File: config.mk
export PLATFORM = sky130hd
export DESIGN_NAME = octave_scan_ctrl
export DESIGN_NICKNAME = d
export VERILOG_FILES = /design/src/rtl/octave_scan_ctrl_pkg.sv /design/src/rtl/octave_scan_ctrl_en_decode.sv /design/src/rtl/octave_scan_ctrl.sv
export SDC_FILE = /design/constraint.sdc
export NUM_CORES = 1
export LEC_CHECK = 0
export CORE_UTILIZATION = 47
export DETAILED_ROUTE_END_ITERATION = 7
export PLACE_DENSITY = 0.77
export SYNTH_ARGS = -nofsm -noshare
export SYNTH_HDL_FRONTEND = slang
export SYNTH_SLANG_ARGS = --single-unit
export TNS_END_PERCENT = 1
File: constraint.sdc
create_clock -name clk -period 3 [get_ports clk]
set_input_delay 0.6 -clock clk [delete_from_list [all_inputs] [get_ports clk]]
set_output_delay 0.6 -clock clk [all_outputs]
set_load 0.02 [all_outputs]
File: src/rtl/octave_scan_ctrl_pkg.sv
`default_nettype none
// ============================================================================
// Module      : octave_scan_ctrl_pkg
// Description : Shared types, constants and the octave enable decode helper
//               for the octave filter bank front-end sequencer.
// Revision    : 1.0 - initial release
// ============================================================================
package octave_scan_ctrl_pkg;

    // Width of every full-resolution and downsampled coordinate.
    localparam int COORD_W = 10;

    // Frame-level sequencer states.
    localparam logic [1:0] ST_IDLE   = 2'd0;
    localparam logic [1:0] ST_ACTIVE = 2'd1;
    localparam logic [1:0] ST_DONE   = 2'd2;

    // True when (x, y) lies on the 2^oct downsample lattice of an octave.
    function automatic logic octaveHit(
        input logic [COORD_W-1:0] x,
        input logic [COORD_W-1:0] y,
        input int unsigned        oct
    );
        logic [COORD_W-1:0] mask;
        mask = COORD_W'((32'd1 << oct) - 32'd1);
        return ((x & mask) == '0) && ((y & mask) == '0);
    endfunction

endpackage
`default_nettype wire

File: src/rtl/octave_scan_ctrl_en_decode.sv
`default_nettype none
// ============================================================================
// Module      : octave_en_decode
// Description : Per-octave enable, warm-up flag and downsampled centre
//               coordinate, registered one cycle after the accepted pixel.
// Revision    : 1.0 - initial release
// ============================================================================
module octave_en_decode
    import octave_scan_ctrl_pkg::*;
#(
    parameter int OCTAVE_N = 3,
    parameter int LAT_X    = 20,
    parameter int LAT_Y    = 18
) (
    input  logic                          clk,
    input  logic                          rst_p,
    input  logic                          i_accept,
    input  logic [COORD_W-1:0]            i_x,
    input  logic [COORD_W-1:0]            i_y,
    output logic [OCTAVE_N-1:0]           o_octEn,
    output logic [OCTAVE_N-1:0]           o_kpValid,
    output logic [COORD_W*OCTAVE_N-1:0]   o_kpX,
    output logic [COORD_W*OCTAVE_N-1:0]   o_kpY
);

    localparam logic [COORD_W-1:0] c_LAT_X = COORD_W'(LAT_X);
    localparam logic [COORD_W-1:0] c_LAT_Y = COORD_W'(LAT_Y);

    for (genvar o = 0; o < OCTAVE_N; o++) begin : g_octave
        logic [COORD_W-1:0] w_xs;
        logic [COORD_W-1:0] w_ys;
        logic               w_hit;
        logic               r_en;
        logic               r_kpValid;
        logic [COORD_W-1:0] r_kpX;
        logic [COORD_W-1:0] r_kpY;

        assign w_xs  = i_x >> o;
        assign w_ys  = i_y >> o;
        assign w_hit = i_accept && octaveHit(i_x, i_y, o);

        // Register the octave strobe; centre coordinates only move on a hit.
        always_ff @(posedge clk) begin
            if (rst_p) begin
                r_en      <= 1'b0;
                r_kpValid <= 1'b0;
                r_kpX     <= '0;
                r_kpY     <= '0;
            end else begin
                r_en      <= w_hit;
                r_kpValid <= w_hit && (w_xs >= c_LAT_X) && (w_ys >= c_LAT_Y);
                if (w_hit) begin
                    r_kpX <= w_xs - c_LAT_X;
                    r_kpY <= w_ys - c_LAT_Y;
                end
            end
        end

        assign o_octEn[o]                   = r_en;
        assign o_kpValid[o]                 = r_kpValid;
        assign o_kpX[o*COORD_W +: COORD_W]  = r_kpX;
        assign o_kpY[o*COORD_W +: COORD_W]  = r_kpY;
    end

endmodule
`default_nettype wire

File: src/rtl/octave_scan_ctrl.sv
`default_nettype none
// ============================================================================
// Module      : octave_scan_ctrl
// Description : Front-end sequencer for the octave filter bank. Accepts a
//               raster pixel stream, tracks frame position and state, and
//               drives per-octave enables and keypoint centre coordinates.
// Revision    : 1.0 - initial release
// ============================================================================
module octave_scan_ctrl
    import octave_scan_ctrl_pkg::*;
#(
    parameter int DATA_W   = 8,
    parameter int FRAME_W  = 640,
    parameter int FRAME_H  = 480,
    parameter int OCTAVE_N = 3,
    parameter int LAT_X    = 20,
    parameter int LAT_Y    = 18
) (
    input  logic                          clk,
    input  logic                          rst_p,
    input  logic                          in_valid,
    input  logic                          in_sof,
    input  logic [DATA_W-1:0]             in_data,
    output logic                          in_ready,
    input  logic                          hold,
    output logic [DATA_W-1:0]             oct_data,
    output logic [COORD_W-1:0]            oct_X,
    output logic [COORD_W-1:0]            oct_Y,
    output logic [OCTAVE_N-1:0]           oct_en,
    output logic [OCTAVE_N-1:0]           kp_valid,
    output logic [COORD_W*OCTAVE_N-1:0]   kp_x,
    output logic [COORD_W*OCTAVE_N-1:0]   kp_y,
    output logic                          frame_busy,
    output logic                          frame_done,
    output logic                          sync_err
);

    localparam logic [COORD_W-1:0] c_LAST_X = COORD_W'(FRAME_W - 1);
    localparam logic [COORD_W-1:0] c_LAST_Y = COORD_W'(FRAME_H - 1);
    localparam logic [COORD_W-1:0] c_ONE    = COORD_W'(1);

    logic [1:0]          r_state;
    logic [1:0]          w_stateNext;
    logic [COORD_W-1:0]  r_x;
    logic [COORD_W-1:0]  r_y;
    logic [COORD_W-1:0]  w_xNext;
    logic [COORD_W-1:0]  w_yNext;
    logic [COORD_W-1:0]  w_px;
    logic [COORD_W-1:0]  w_py;
    logic                w_ready;
    logic                w_accept;
    logic                w_take;
    logic                w_last;
    logic                w_syncErr;
    logic [DATA_W-1:0]   r_octData;
    logic [COORD_W-1:0]  r_octX;
    logic [COORD_W-1:0]  r_octY;
    logic                r_frameDone;
    logic                r_syncErr;

    // DONE is a one-cycle bubble so the frame boundary is never overrun.
    assign w_ready  = !rst_p && !hold && (r_state != ST_DONE);
    assign w_accept = in_valid && w_ready;

    // Next state, position of the accepted pixel and next counter values.
    always_comb begin
        w_stateNext = r_state;
        w_px        = r_x;
        w_py        = r_y;
        w_xNext     = r_x;
        w_yNext     = r_y;
        w_take      = 1'b0;
        w_last      = 1'b0;
        w_syncErr   = 1'b0;
        case (r_state)
            ST_IDLE: begin
                // Pixels without a start-of-frame are consumed and discarded.
                if (w_accept && in_sof) begin
                    w_take      = 1'b1;
                    w_px        = '0;
                    w_py        = '0;
                    w_stateNext = ST_ACTIVE;
                end
            end
            ST_ACTIVE: begin
                if (w_accept) begin
                    w_take = 1'b1;
                    if (in_sof) begin
                        // A start-of-frame always restarts at the origin.
                        w_px      = '0;
                        w_py      = '0;
                        w_syncErr = (r_x != '0) || (r_y != '0);
                    end
                end
            end
            ST_DONE: begin
                w_stateNext = ST_IDLE;
            end
            default: begin
                w_stateNext = ST_IDLE;
            end
        endcase
        if (w_take) begin
            if (w_px == c_LAST_X) begin
                w_xNext = '0;
                w_yNext = w_py + c_ONE;
            end else begin
                w_xNext = w_px + c_ONE;
                w_yNext = w_py;
            end
            if ((w_px == c_LAST_X) && (w_py == c_LAST_Y)) begin
                w_last      = 1'b1;
                w_stateNext = ST_DONE;
                w_xNext     = '0;
                w_yNext     = '0;
            end
        end
    end

    // State, scan counters and the registered pixel/status outputs.
    always_ff @(posedge clk) begin
        if (rst_p) begin
            r_state     <= ST_IDLE;
            r_x         <= '0;
            r_y         <= '0;
            r_octData   <= '0;
            r_octX      <= '0;
            r_octY      <= '0;
            r_frameDone <= 1'b0;
            r_syncErr   <= 1'b0;
        end else begin
            r_state     <= w_stateNext;
            r_x         <= w_xNext;
            r_y         <= w_yNext;
            r_frameDone <= w_last;
            r_syncErr   <= w_syncErr;
            if (w_take) begin
                r_octData <= in_data;
                r_octX    <= w_px;
                r_octY    <= w_py;
            end
        end
    end

    octave_en_decode #(
        .OCTAVE_N (OCTAVE_N),
        .LAT_X    (LAT_X),
        .LAT_Y    (LAT_Y)
    ) u_enDecode (
        .clk       (clk),
        .rst_p     (rst_p),
        .i_accept  (w_take),
        .i_x       (w_px),
        .i_y       (w_py),
        .o_octEn   (oct_en),
        .o_kpValid (kp_valid),
        .o_kpX     (kp_x),
        .o_kpY     (kp_y)
    );

    assign in_ready   = w_ready;
    assign oct_data   = r_octData;
    assign oct_X      = r_octX;
    assign oct_Y      = r_octY;
    assign frame_busy = (r_state == ST_ACTIVE);
    assign frame_done = r_frameDone;
    assign sync_err   = r_syncErr;

endmodule
`default_nettype wire

# After elaboration in Yosys (flattened, before gate mapping)
# Index checks and enable logic that the tools add are counted.
dict set report word_totals {
  register_bits 118
  wordCells 89
}
dict set report classes {
  n_mux 20
  bitwise_logic 4
  n_reduce_logical 27
  magnitude_cmp 6
  add_sub_neg 8
  n_eq_ne 4
}
# cell count
set op_table {}
lappend op_table {{$mux W10} 10}
lappend op_table {{$logic_not A10 Y1} 4}
lappend op_table {{$pmux W10 S2} 2}
lappend op_table {{$add A10 B1 Y10 const B} 2}
lappend op_table {{$ge A10 B5 Y1 const B} 2}
lappend op_table {{$reduce_bool A10 Y1} 2}
lappend op_table {{$sub A10 B5 Y10 const B} 2}
lappend op_table {{$sub A9 B5 Y10 const B} 2}
lappend op_table {{$ge A9 B5 Y1 const B} 2}
lappend op_table {{$sub A8 B5 Y9 const B} 2}
lappend op_table {{$ge A8 B5 Y1 const B} 2}
lappend op_table {{$logic_and A1 B1 Y1} 15}
lappend op_table {{$eq A10 B10 Y1 const B} 1}
lappend op_table {{$eq A10 B9 Y1 const B} 1}
lappend op_table {{$mux W2} 3}
lappend op_table {{$not A1 Y1} 4}
lappend op_table {{$pmux W2 S2} 1}
lappend op_table {{$reduce_or A4 Y1} 1}
lappend op_table {{$mux W1} 3}
lappend op_table {{$eq A2 B1 Y1 const B} 1}
lappend op_table {{$logic_not A1 Y1} 2}
lappend op_table {{$logic_not A2 Y1} 1}
lappend op_table {{$ne A2 B2 Y1 const B} 1}
lappend op_table {{$pmux W1 S2} 1}
lappend op_table {{2 further kinds} 2}

# Longest topological paths before layout
dict set report depth {
  depth_word 12
  mapped_depth 13
  mapped_depth_nobuf 10
}

# By module
# Synthesis repeated with hierarchy kept, for this count alone.
dict set report unflattened {
  hier_cells 637
  area_unflattened_um2 5536.6
}
# mod cells_each area_each_um2 n_inst seq_area_each_um2
set by_module_without_submodules {}
lappend by_module_without_submodules {octave_en_decode 353 3114.2 1 1281.2}
lappend by_module_without_submodules {octave_scan_ctrl 284 2422.3 1 1041.0}

# Worst setup path before layout
# OpenSTA, ideal clock, no wires.
dict set report synth_path {
  kind {input to register}
  startpoint {input port in_sof}
  endpoint {register r_y[6]}
  path_stages 12
  setup_slack_ns 0.015
  n_path_buf 3
  required_ns 2.868
  arrival_ns 2.852
  path_cell_list {clkbuf_1 > nand2_1 > clkbuf_1 > clkbuf_1 > nand2_1 > inv_1 > ha_1 > nand3_1 > or4_1 > and3_1 > a22oi_1 > o31ai_1}
}
dict set report synth_via {
  elab_chain_len 6
  elab_cells_between_ends 17
  classes_between {1 x add/sub; 2 x eq/ne; 12 x mux; 2 x reduce/logical}
}
# item line_no
set synth_rtl {}
lappend synth_rtl {{start: declaration} octave_scan_ctrl.sv:22} ;# input logic in_sof,
lappend synth_rtl {{$mux W10 or $logic_and A1 B1 Y1 (tied branches)} {octave_scan_ctrl.sv:88, octave_scan_ctrl.sv:78}}
lappend synth_rtl {{$mux W10, on equally long branches} {octave_scan_ctrl.sv:86, octave_scan_ctrl.sv:78}}
lappend synth_rtl {{$pmux W10 S2 *} octave_scan_ctrl.sv:75} ;# case (r_state)
lappend synth_rtl {{named net u_enDecode.i_y[1]} octave_scan_ctrl_en_decode.sv:19} ;# input logic [COORD_W-1:0] i_y,
lappend synth_rtl {{$add A10 B1 Y10 or $eq A10 B9 Y1 (tied branches)} {octave_scan_ctrl.sv:106, octave_scan_ctrl.sv:111}}
lappend synth_rtl {{$mux W10 or $logic_and A1 B1 Y1 (tied branches)} {octave_scan_ctrl.sv:104, octave_scan_ctrl.sv:111}}
lappend synth_rtl {{$mux W10 *} octave_scan_ctrl.sv:111} ;# if ((w_px == c_LAST_X) && (w_py == c_LAST_Y)) begin
lappend synth_rtl {{end signal: assignment} octave_scan_ctrl.sv:134} ;# r_y <= w_yNext;
lappend synth_rtl {{end: declaration} octave_scan_ctrl.sv:45} ;# logic [COORD_W-1:0] r_y;
# The timed path passes the listed nets; every way through them passes the cells marked *.
# A chain may end at the register's enable or synchronous reset.

# Worst setup path in the final report
dict set report layout_path {
  startpoint {input port hold}
  endpoint {register r_y[2]}
}
dict set report layout_via {
  elab_chain_len 10
  elab_cells_between_ends 20
  classes_between {1 x add/sub; 2 x eq/ne; 11 x mux; 6 x reduce/logical}
}
# item line_no
set layout_rtl {}
lappend layout_rtl {{start: declaration} octave_scan_ctrl.sv:25} ;# input logic hold,
lappend layout_rtl {{$logic_not A1 Y1 *} octave_scan_ctrl.sv:62} ;# assign w_ready = !rst_p && !hold && (r_state != ST_DONE);
lappend layout_rtl {{$logic_and A1 B1 Y1 * (2 in a row)} octave_scan_ctrl.sv:62}
lappend layout_rtl {{$logic_and A1 B1 Y1 *} octave_scan_ctrl.sv:63} ;# assign w_accept = in_valid && w_ready;
lappend layout_rtl {{$logic_and A1 B1 Y1} octave_scan_ctrl.sv:78} ;# if (w_accept && in_sof) begin
lappend layout_rtl {{$mux W10} octave_scan_ctrl.sv:78}
lappend layout_rtl {{$pmux W10 S2 *} octave_scan_ctrl.sv:75}
lappend layout_rtl {{named net u_enDecode.i_x[5]} octave_scan_ctrl_en_decode.sv:18} ;# input logic [COORD_W-1:0] i_x,
lappend layout_rtl {{$eq A10 B10 Y1 *} {octave_scan_ctrl.sv:104, octave_scan_ctrl.sv:111}}
lappend layout_rtl {{$mux W10 or $logic_and A1 B1 Y1 (tied branches)} {octave_scan_ctrl.sv:104, octave_scan_ctrl.sv:111}}
lappend layout_rtl {{$mux W10 *} octave_scan_ctrl.sv:111}
# Marked as above.

==> out/results.md <==
| Metric | Value | Unit |
|---|---|---|
| Outcome | finished, final reports clean | - |
| HPWL after DPL | 12.1 | mm |
| Top_reg_cell synth | dfxtp_1 | - |
| Worst Path Class, Setup | primary input to register | - |
| Slowest Stage Delay on Critical Path | 530 | ps |
| Share of synthesized registers carrying an async set or reset | 0 | - |
| Average detailed-routed wire length per instance | 17.9 | µm |
| Total of endpoints with negative setup slack in the final report | 0 | - |
| Buffer levels on the longest clock path | 2 | - |
| Final count of pins violating max slew | 0 | - |
| Class of the tightest hold or removal check | register to register | - |
| Core region area | 11,400 | µm² |
| Worst Tran Pin Value | 834 | ps |
| Number of placed I/O pins | 111 | - |
| Post-synth EDFFs | 0 | - |
| Clk sink count | 113 | - |
| Width of the chip | 110 | µm |
| Setup crit end kind | register | - |
| # H-tree levels | 4 | - |
| Startpoint type of the worst setup path | primary input | - |
| Count of endpoints failing hold in the final timing report | 0 | - |
| Library cell appearing most often on the critical path | nand2_1 | - |
| Destination of the worst register-to-register timing path | r_y[2] | - |
| Combined buffer and inverter count along the critical path | 4 | - |
| Iteration-0 DRC Markers | 443 | - |
| Worst voltage drop across the vdd grid | 0.000295 | V |
| P_sw | 0.899 | mW |
| Number of vias per cell | 5.78 | - |
| Normalized max-slew margin | 0.444 | - |
| Synth unique cells | 57 | - |
| Worst Hold Depth | 2 | - |
| Area of the mapped netlist | 5510 | µm² |
| Synthesized flop and latch total | 113 | - |
| Dominant delay contributor by cell family on the critical path | simple AND/OR/NAND/NOR gates | - |
| Portion of total power attributed to sequential cells | 0.402 | - |
| Critical Path Fanout Max | 10 | - |
| Endpoint of the worst hold path | u_enDecode.g_octave[1].r_kpX[4] | - |
| Achievable Freq | 360 | MHz |
| Area of the die | 12,200 | µm² |
| Slowest cell on the critical path | clkdlybuf4s50_1 | - |
| End-of-flow core utilization | 0.676 | - |
| Overall die height | 110 | µm |
| Worst path required time | 3330 | ps |
| Total number of placement rows | 39 | - |
| Flop2flop setup slack | 480 | ps |
| Total inserted antenna cells | 0 | - |
| Clock-pin slew on the worst setup and hold paths | 50 | ps |
| PortBufs | 110 | - |
| Power per standard cell area | 501 | nW/µm² |
| Routability Congestion | 0.923 | - |
| Post-route ant nets | 0 | - |
| Drt total wl | 17.6 | mm |
| Number of maximum-capacitance constraint violations | 0 | - |
| Worst Reg-to-Reg Cells | 12 | - |
| Fraction of final layout cells sized beyond drive strength 1 | 0.156 | - |
| Instance count on the critical path | 13 | - |
| Ordered cell list for the critical path | clkdlybuf4s50_1 -> nor4b_4 -> nand2_1 -> buf_4 -> nand2_1 -> inv_1 -> ha_1 -> nand4_1 -> buf_4 -> nor2_2 -> nand2_1 -> or4b_1 -> a21oi_1 | - |
| Final nets | 863 | - |
| Unrepaired setup endpoints after global routing | no | - |
| Internal power component | 2.97 | mW |
| Vias in the first global route | 5,233 | - |
| Post-layout worst setup margin | 220 | ps |
| Number of antenna violations at the first check in global routing | 0 | - |
| Number of buffers added to fix hold violations after cts | 0 | - |
| Critical R2R Launch | r_state[1] | - |
| Final Skew | 4.88 | ps |
| Remaining global-route overflow | 0 | - |
| Buffer cell driving the clock tree root | clkbuf_16 | - |
| Fin crit share | 0.927 | - |
| Combinational share of power | 0.065 | - |
| Synth warnings | 0 | - |
| Initial cell density of the core | 0.482 | - |
| Data arrival time of the critical path | 3110 | ps |
| Routed via count | 5,676 | - |
| Leakage power of the design | 3.09 | nW |
| Tot GR Track Use | 0.307 | - |
| Area growth from synthesis to final layout | 40.2 | % |
| Pin count of the biggest net entering global routing | 76 | - |
| Average instance area after synthesis | 8.10 | µm² |
| Switching share of power | 0.233 | - |
| Clock network latency to the later pin of the worst-skew pair | 410 | ps |
| Number of detailed-routing iterations run before antenna repair | 5 | - |
| Startpoint of the most critical hold path | u_enDecode.g_octave[1].r_kpX[4] | - |
| Share of power burned in the clock network | 0.533 | - |
| Syn nets | 717 | - |
| Cts bufs inserted | 17 | - |
| Clock tree from TritonCTS | done | - |
| Post-route minimum period | 2780 | ps |
| Worst slack at placement | -238 | ps |
| First-pass GRT wire length | 28.0 | mm |
| Synthesized instance count | 680 | - |
| Proportion of synthesized chip area in sequential cells | 0.411 | - |
| # DRC | 0 | - |
==> timing repair <==
item / CTS / global route
resized for setup: 0 / 2
setup endpoints to repair: 0 / 3
buffers inserted: 0 / 0
hold endpoints to repair: 0 / 0
==> cells by family after synthesis <==
kind of cell               Yosys count  share of synthesized area
and+or+nand+nor                    229                      0.199
adders and majority gates           24                     0.0545
muxes                                2                    0.00363
buffers and inverters               93                     0.0768
AOI/OAI and AO/OA                  197                      0.221
xor gates and xnor gates            22                     0.0350
DFF                                113                      0.411
==> tightest hold or removal path, delay by kind of cell (launching register included) <==
family / cells / cell delay, ps
flip-flops: 1 / 300
AO/OA/AOI/OAI: 1 / 50
AND/OR/NAND/NOR: 1 / 50
==> stage by stage <==
stage          setup TNS (ps)  hold WS (ps)  area, µm²  std cells  power (mW)
2_1_floorplan               0           471       5510        680        1.72
3_3_place_gp             -581           443       7110        950        1.83
3_5_place_dp            -2220           447       7110        950        1.84
4_1_cts                     0           455       7710        982        3.88
5_1_grt                     0           476       7720        982        3.98
6_report                    0           453       7720        982        3.87
==> layer usage <==
metal	track usage	part of all wire	vias up	routed length (µm)
met5	0	0	-	0
met4	0.126	0.029	0	502
met3	0.0782	0.081	45	1420
met2	0.470	0.44	257	7720
met1	0.411	0.45	2688	7920
li1	-	-	2686	-
==> cells in the mapped netlist (all sizes together), types with 3 or more instances <==
master	count	area, µm²
dfxtp	113	2260
nand2	76	285
a21oi	69	345
nor2	69	269
o21ai	44	228
clkbuf	38	143
inv	28	105
nand3	28	153
buf	26	170
ha	24	300
a22oi	22	165
a211oi	17	128
xnor2	15	131
a31oi	12	75.1
nand4	12	75.1
nor3	11	60.1
xor2	7	61.3
nand2b	6	37.5
a311oi	5	43.8
a32oi	5	43.8
o31ai	5	37.5
a31o	4	35.0
and3	4	25.0
or3	4	25.0
nor2b	3	18.8
nor4	3	18.8
o211ai	3	22.5
==> flip-flops by register name, indices dropped and copies added (netlist names), 3 cells and up <==
signal and flops:
u_enDecode.g_octave.r_kpY 28, u_enDecode.g_octave.r_kpX 27, oct_X 10, oct_Y 10, r_x 10, r_y 10
oct_data 8, u_enDecode.g_octave.r_en 3, u_enDecode.g_octave.r_kpValid 3
==> placed cells by master, fill, tap and decap left out, types with 3 or more instances in the layout <==
master / instances
bufinv_16: 3
clkinvlp_4: 7
and3_1: 4
inv_2: 3
a211oi_1: 17
xor2_1: 7
or3_1: 4
buf_4: 78
a22oi_1: 22
ha_1: 24
clkdlybuf4s50_1: 109
a21oi_1: 69
a31o_2: 4
o211ai_1: 3
a31oi_1: 12
xnor2_1: 15
nor2b_1: 3
nor4_1: 3
nand2b_1: 6
clkbuf_16: 17
dfxtp_1: 113
nand4_1: 12
a311oi_1: 5
a32oi_1: 5
o31ai_1: 5
inv_1: 25
nor3_1: 10
clkinv_2: 3
o21ai_0: 42
nor2_1: 67
nand2_1: 76
nand3_1: 27
==> area by class of cell <==
type | count | area, µm²
Fill cell | 953 | 3700
Clock buffer | 19 | 443
Inverter | 29 | 110
Sequential cell | 113 | 2260
Tap cell | 143 | 179
Timing Repair Buffer | 191 | 1730
Multi-Input combinational cell | 474 | 2830
Clock inverter | 13 | 161
==> worst max-delay path by stage <==
stage | from | end | slack [ps]
3_3_place_gp | hold | r_y[6] | -180
3_5_place_dp | hold | r_y[6] | -240
2_1_floorplan | in_sof | r_y[6] | 20
6_report | hold | r_y[2] | 220
4_1_cts | hold | r_y[6] | 180
5_1_grt | hold | r_y[6] | 20
==> power by group through the flow <==
stage	clock, mW	combinational [mW]	sequential, mW
floorplan	0	0.0964	1.62
global placement	0	0.248	1.58
detailed placement	0	0.252	1.59
CTS	2.08	0.253	1.55
global route	2.15	0.272	1.56
finish	2.06	0.253	1.55
(Power assumes the default switching activity.)
